===== src/rtl/att_pkg.sv =====
// Shared types and default parameters for the attenuator serial back-end.
package att_pkg;

    typedef enum logic [2:0] {IDLE, SHIFT, TAIL, LATCH, SETTLE} att_state_t;

    localparam int unsigned ATT_DATA_W     = 16;
    localparam int unsigned ATT_CLK_DIV    = 5;
    localparam int unsigned ATT_LE_WIDTH   = 2;
    localparam int unsigned ATT_SETTLE_CYC = 4000;

endpackage


===== src/rtl/att_phase_cnt.sv =====
// Half-period divider for the serial clock: ticks on the last aclk cycle of each
// half-period and toggles the half (low/high) flag on that tick.
module att_phase_cnt
    import att_pkg::*;
#(
    parameter int unsigned CLK_DIV = ATT_CLK_DIV
) (
    input  logic aclk,
    input  logic areset,
    input  logic clr,
    input  logic en,
    output logic tick,
    output logic half,
    output logic half_nxt
);

    localparam int unsigned PH_W = $clog2(CLK_DIV + 1);
    localparam logic [PH_W-1:0] PH_LAST = PH_W'(CLK_DIV - 1);

    logic [PH_W-1:0] cnt_q, cnt_d;
    logic            half_q, half_d;

    assign tick     = en && (cnt_q == PH_LAST);
    assign half     = half_q;
    assign half_nxt = half_d;

    always_comb begin
        cnt_d  = cnt_q;
        half_d = half_q;
        if (clr) begin
            cnt_d  = '0;
            half_d = 1'b0;
        end else if (en) begin
            if (tick) begin
                cnt_d  = '0;
                half_d = ~half_q;
            end else begin
                cnt_d = cnt_q + PH_W'(1);
            end
        end
    end

    always_ff @(posedge aclk or posedge areset) begin
        if (areset) begin
            cnt_q  <= '0;
            half_q <= 1'b0;
        end else begin
            cnt_q  <= cnt_d;
            half_q <= half_d;
        end
    end

endmodule


===== src/rtl/att_serial_shifter.sv =====
// Serial back-end of the AXI attenuator: accepts one word, shifts it LSB-first on
// att_si/att_clk, pulses att_le, then holds busy through the chip settling time.
module att_serial_shifter
    import att_pkg::*;
#(
    parameter int unsigned DATA_W     = ATT_DATA_W,
    parameter int unsigned CLK_DIV    = ATT_CLK_DIV,
    parameter int unsigned LE_WIDTH   = ATT_LE_WIDTH,
    parameter int unsigned SETTLE_CYC = ATT_SETTLE_CYC
) (
    input  logic              aclk,
    input  logic              areset,
    input  logic [DATA_W-1:0] s_data,
    input  logic              s_valid,
    output logic              s_ready,
    output logic              busy,
    output logic              done,
    output logic              att_clk,
    output logic              att_si,
    output logic              att_le
);

    localparam int unsigned BIT_W = $clog2(DATA_W + 1);
    localparam int unsigned LE_W  = $clog2(LE_WIDTH + 1);
    localparam int unsigned SET_W = $clog2(SETTLE_CYC + 1);

    localparam logic [BIT_W-1:0] BIT_LAST = BIT_W'(DATA_W - 1);
    localparam logic [LE_W-1:0]  LE_LAST  = LE_W'(LE_WIDTH - 1);
    localparam logic [SET_W-1:0] SET_LAST = SET_W'(SETTLE_CYC - 1);

    att_state_t        state_q, state_d;
    logic [BIT_W-1:0]  bit_cnt_q, bit_cnt_d;
    logic [LE_W-1:0]   le_cnt_q, le_cnt_d;
    logic [SET_W-1:0]  settle_cnt_q, settle_cnt_d;
    logic [DATA_W-1:0] shreg_q, shreg_d;
    logic              att_clk_q, att_clk_d;
    logic              att_si_q, att_si_d;
    logic              att_le_q, att_le_d;
    logic              done_q, done_d;

    logic ph_tick, ph_half, ph_half_nxt, ph_clr, ph_en;
    logic accept, bit_end, entry;

    assign s_ready = (state_q == IDLE);
    assign busy    = (state_q != IDLE);
    assign att_clk = att_clk_q;
    assign att_si  = att_si_q;
    assign att_le  = att_le_q;
    assign done    = done_q;

    assign accept  = s_valid && (state_q == IDLE);
    assign bit_end = (state_q == SHIFT) && ph_tick && ph_half;
    assign entry   = (state_d != state_q);
    assign ph_clr  = entry;
    assign ph_en   = (state_q == SHIFT) || (state_q == TAIL);

    att_phase_cnt #(
        .CLK_DIV (CLK_DIV)
    ) u_phase_cnt (
        .aclk     (aclk),
        .areset   (areset),
        .clr      (ph_clr),
        .en       (ph_en),
        .tick     (ph_tick),
        .half     (ph_half),
        .half_nxt (ph_half_nxt)
    );

    always_comb begin
        state_d = state_q;
        case (state_q)
            IDLE:    if (s_valid) state_d = SHIFT;
            SHIFT:   if (bit_end && (bit_cnt_q == BIT_LAST)) state_d = TAIL;
            TAIL:    if (ph_tick) state_d = LATCH;
            LATCH:   if (le_cnt_q == LE_LAST) state_d = SETTLE;
            SETTLE:  if (settle_cnt_q == SET_LAST) state_d = IDLE;
            default: state_d = IDLE;
        endcase
    end

    // Counters restart on every state entry, so none ever runs past its last value.
    always_comb begin
        bit_cnt_d    = bit_cnt_q;
        le_cnt_d     = le_cnt_q;
        settle_cnt_d = settle_cnt_q;
        shreg_d      = shreg_q;
        if (entry) begin
            bit_cnt_d    = '0;
            le_cnt_d     = '0;
            settle_cnt_d = '0;
        end else begin
            if (bit_end)             bit_cnt_d    = bit_cnt_q + BIT_W'(1);
            if (state_q == LATCH)    le_cnt_d     = le_cnt_q + LE_W'(1);
            if (state_q == SETTLE)   settle_cnt_d = settle_cnt_q + SET_W'(1);
        end
        if (accept) begin
            shreg_d = s_data;
        end else if (bit_end) begin
            shreg_d = shreg_q >> 1;
        end
    end

    // Chip outputs are registered from next-state values so they line up with the state.
    always_comb begin
        att_clk_d = (state_d == SHIFT) && ph_half_nxt;
        att_si_d  = (state_d == SHIFT) && shreg_d[0];
        att_le_d  = (state_d == LATCH);
        done_d    = (state_d == SETTLE) && (settle_cnt_d == SET_LAST);
    end

    always_ff @(posedge aclk or posedge areset) begin
        if (areset) begin
            state_q      <= IDLE;
            bit_cnt_q    <= '0;
            le_cnt_q     <= '0;
            settle_cnt_q <= '0;
            shreg_q      <= '0;
            att_clk_q    <= 1'b0;
            att_si_q     <= 1'b0;
            att_le_q     <= 1'b0;
            done_q       <= 1'b0;
        end else begin
            state_q      <= state_d;
            bit_cnt_q    <= bit_cnt_d;
            le_cnt_q     <= le_cnt_d;
            settle_cnt_q <= settle_cnt_d;
            shreg_q      <= shreg_d;
            att_clk_q    <= att_clk_d;
            att_si_q     <= att_si_d;
            att_le_q     <= att_le_d;
            done_q       <= done_d;
        end
    end

endmodule

===== config.mk =====
export PLATFORM = sky130hd
export DESIGN_NAME = att_serial_shifter
export DESIGN_NICKNAME = d
export VERILOG_FILES = /design/src/rtl/att_pkg.sv /design/src/rtl/att_phase_cnt.sv /design/src/rtl/att_serial_shifter.sv
export SDC_FILE = /design/constraint.sdc
export NUM_CORES = 1
export LEC_CHECK = 0
export CORE_MARGIN = 2
export CORE_UTILIZATION = 39
export DETAILED_ROUTE_END_ITERATION = 8
export GPL_ROUTABILITY_DRIVEN = 0
export GPL_TIMING_DRIVEN = 0
export PLACE_DENSITY = 0.62
export SLEW_MARGIN = 20
export SYNTH_ARGS = -nofsm -noshare
export SYNTH_HDL_FRONTEND = slang
export SYNTH_SLANG_ARGS = --single-unit
export TNS_END_PERCENT = 100

===== constraint.sdc =====
create_clock -name aclk -period 3.9 [get_ports aclk]
set_input_delay 0.39 -clock aclk [delete_from_list [all_inputs] [get_ports aclk]]
set_output_delay 0.39 -clock aclk [all_outputs]
set_load 0.05 [all_outputs]

==> results.cfg <==
[status]
run_status = finished, final reports clean

[route]
starting_drt_drc_count = 95
first_pass_iters = 4
drtAntennaViolNets = 0
route.final.wire_length_um = 4740
detail_route.wl_per_cell_um = 13.4
post-route-drc-count = 0
post_drt_via_cell_ratio = 5.11
vias = 1813

[sta]
maxSlewHeadroom = 0.561
achievable-frequency_ghz = 0.363
final_min_period_over_clock_period = 0.706
worst_pin_slew_ns = 0.654
final.setup_skew_ns = 0.0111
setup-tns-final_ns = 0
rsz0062_at_grt = false
finalMaxSlewViolations = 0
setup_violations = 0
layout_min_cycle_time_ns = 2.75
setup_slack_after_layout_ns = 1.15
final-hold-violation-count = 0

[floorplan]
die_h_um = 82.1
io_pins = 25
fp.dieW_um = 82.1
effective_utilization_at_floorplan = 0.402
placeableCoreArea_mm2 = 0.00592
core.rowCount = 28
die_area_mm2 = 0.00674

[cells_and_area]
flow.area_growth_from_synthesis_pct = 19.5
final_net_count = 304
drive_above_1_share = 0.0679
nFillCells = 576
final_core_utilization = 0.480
postLayoutCellArea_mm2 = 0.00284
n_antenna_cell = 0

[yosys]
synthDominantCellAreaShare = 0.484
postSynthRegisterBits = 46
synth_most_common_cell = dfrtp_1
synthTopCellsByArea = dfrtp_1 48%, mux2i_1 5.5%, xnor2_1 4.4%, nand2_1 4.3%, nor2_1 4.1%
synthesis.area_per_instance_um2 = 9.62
yosysUniqueCellTypes = 46
async_flop_share = 1.00
synth.cells.most_frequent = 46 x dfrtp_1, 27 x nand2_1, 26 x nor2_1, 14 x o21ai_0
synthesis.nets = 272
share_of_the_yosys_chip_area_belonging_to_registers = 0.484
post_synth_instance_area_mm2 = 0.00238
yosys_warnings = 0
synth-edff-count = 0
syn-instance-count = 247
synthFlopType = dfrtp_1
netlist.top_cell.by_area = dfrtp_1

[critical_path]
critical_path.slowest_cell = clkdlybuf4s50_1
criticalPathCategory = flop to output pin
timing.critical_path.buf_inv = 2
critical_path.max_stage_delay_ns = 0.90
critical_path.cell_chain = buf_1, nor3_1, clkdlybuf4s50_1
worstRegToRegCells = 7
worstPathArrival_ns = 2.36
worstSetupPathDepth = 3
timing.critical_path.required_ns = 3.51
worstSetupStartpointType = flop
endpoint_kind = output pin
critPathTopFamily = buffers and inverters
biggest_fanout_along_the_worst_timing_path = 10

[worst_hold_path]
min_path_type = input pin to async pin

[clock_network]
numCtsBuffers = 5
clk_pin_slew_worst_paths_ns = 0.09
postCtsSetupRepairBufs = 0
clockBufferDepth = 2
cts_resized = 0
cts.sink_count = 46
clock_tree.root_cell = clkbuf_8
cts.htree.levels = 2
worstSkewPairLatency_ns = 0.30
cts_hold_buf = 0
tritoncts = yes

[global_route]
grt_antenna_before_repair = 0
grt_remaining_overflow = 0
grt_start_max_net_pins = 26
grt_pass1_wl_um = 7860
grt_use_total = 0.154
via_count_of_the_first_global_routing_pass = 1732

[flow_run]
max-cap-violations = 0

[pwr]
comb_power_share = 0.370
design_power_total_w = 0.00183
net-switching-power_w = 0.000677
switching_share = 0.369
leakage_power_of_the_design_nw = 1.13
seq_power_share = 0.435
internal-power_w = 0.00116
cellPowerDensity_mw_per_mm2 = 645
ir_drop_v = 0.000332
clkPwrFrac = 0.195

[place]
placement.cell_area_mm2 = 0.00273
setup_slack_at_placement_ns = 1.50
hpwl_um = 3360
buffer_ports.inserted = 24
flip-flops by register name, indices dropped and copies added, names as in the netlist:
signal,flops
settle_cnt_q,12
u_phase_cnt.half,1
le_cnt_q,2
att_clk,1
bit_cnt_q,5
att_si,1
state_q,3
shreg_q,16
att_le,1
done,1
u_phase_cnt.cnt_q,3
worst register-to-register path, stage by stage, from the launching register on:
cell,delay (ns)
dfrtp_1,0.41
buf_1,0.24
nor3_1,0.51
and2_1,0.22
clkbuf_1,0.33
clkbuf_1,0.41
nand2_1,0.10
o21ai_0,0.09
path summary, 6_finish.rpt:
check	to	startpoint	slack, ns
setup / recovery	s_ready	state_q[0]	1.15
hold / removal	settle_cnt_q[7]	areset	0.42
setup reg to reg	shreg_q[10]	state_q[0]	1.52
hold reg to reg	shreg_q[1]	shreg_q[1]	0.50
max in group asynchronous	bit_cnt_q[3]	areset	2.97
min in group aclk	shreg_q[1]	shreg_q[1]	0.50
area by class of cell:
cell class	instances	area, um^2	share of cell area
Clock buffer	6	72.6	0.0255
Inverter	12	45.0	0.0159
Buffer	14	58.8	0.0207
Tap cell	75	93.8	0.0330
Timing Repair Buffer	25	260	0.0916
Multi-Input combinational cell	175	1120	0.395
Sequential cell	46	1150	0.405
Clock inverter	2	37.5	0.0132
cells by family (layout without fill, tap and decap cells):
family,count (synthesis),after routing,share of synthesized area
AO/OA/AOI/OAI,38,38,0.105
XOR/XNOR,17,17,0.0626
adder cells (fa/ha/maj),6,6,0.0316
buffers and inverters,26,59,0.0437
flip-flops,46,46,0.484
multiplexers,15,15,0.0689
AND/OR/NAND/NOR,99,99,0.204
cells in the final DEF, fill, tap and decap left out, types with 3 or more instances in the layout:
cell             count
a21oi_1              5
xor2_1               5
and3_1               5
mux2i_1             13
nand3_1              5
nor3_1              13
clkbuf_8             5
o21ai_0             14
a211oi_1             4
dfrtp_1             46
inv_1               11
xnor2_1             12
nor2_1              26
buf_2                5
clkdlybuf4s50_1     24
nor2b_1              4
clkbuf_1             8
ha_1                 6
nand2_1             27
nand4_1              3
metal layers:
metal,part of all wire,global-route usage,wire (um)
met1,0.50,0.208,2360
met2,0.45,0.240,2150
met3,0.034,0.0374,160
met4,0.014,0.0550,68
met5,0,0,0
through the flow:
step / hold slack, ns / instances
6_report: 0.423 / 355
5_1_grt: 0.481 / 355
4_1_cts: 0.436 / 355
3_5_place_dp: 0.480 / 347
3_3_place_gp: 0.468 / 346
2_1_floorplan: 0.446 / 247
power by group through the flow:
stage                     Clock [W]  Combinational (W)  Sequential, W
final                      0.000357           0.000677       0.000797
after floorplan                   0           0.000481       0.000817
after detailed placement          0           0.000679       0.000808
after CTS                  0.000373           0.000683       0.000799
after global placement            0           0.000664       0.000801
after global routing       0.000389           0.000764       0.000823
No activity file was read; power rests on OpenSTA's default activity.
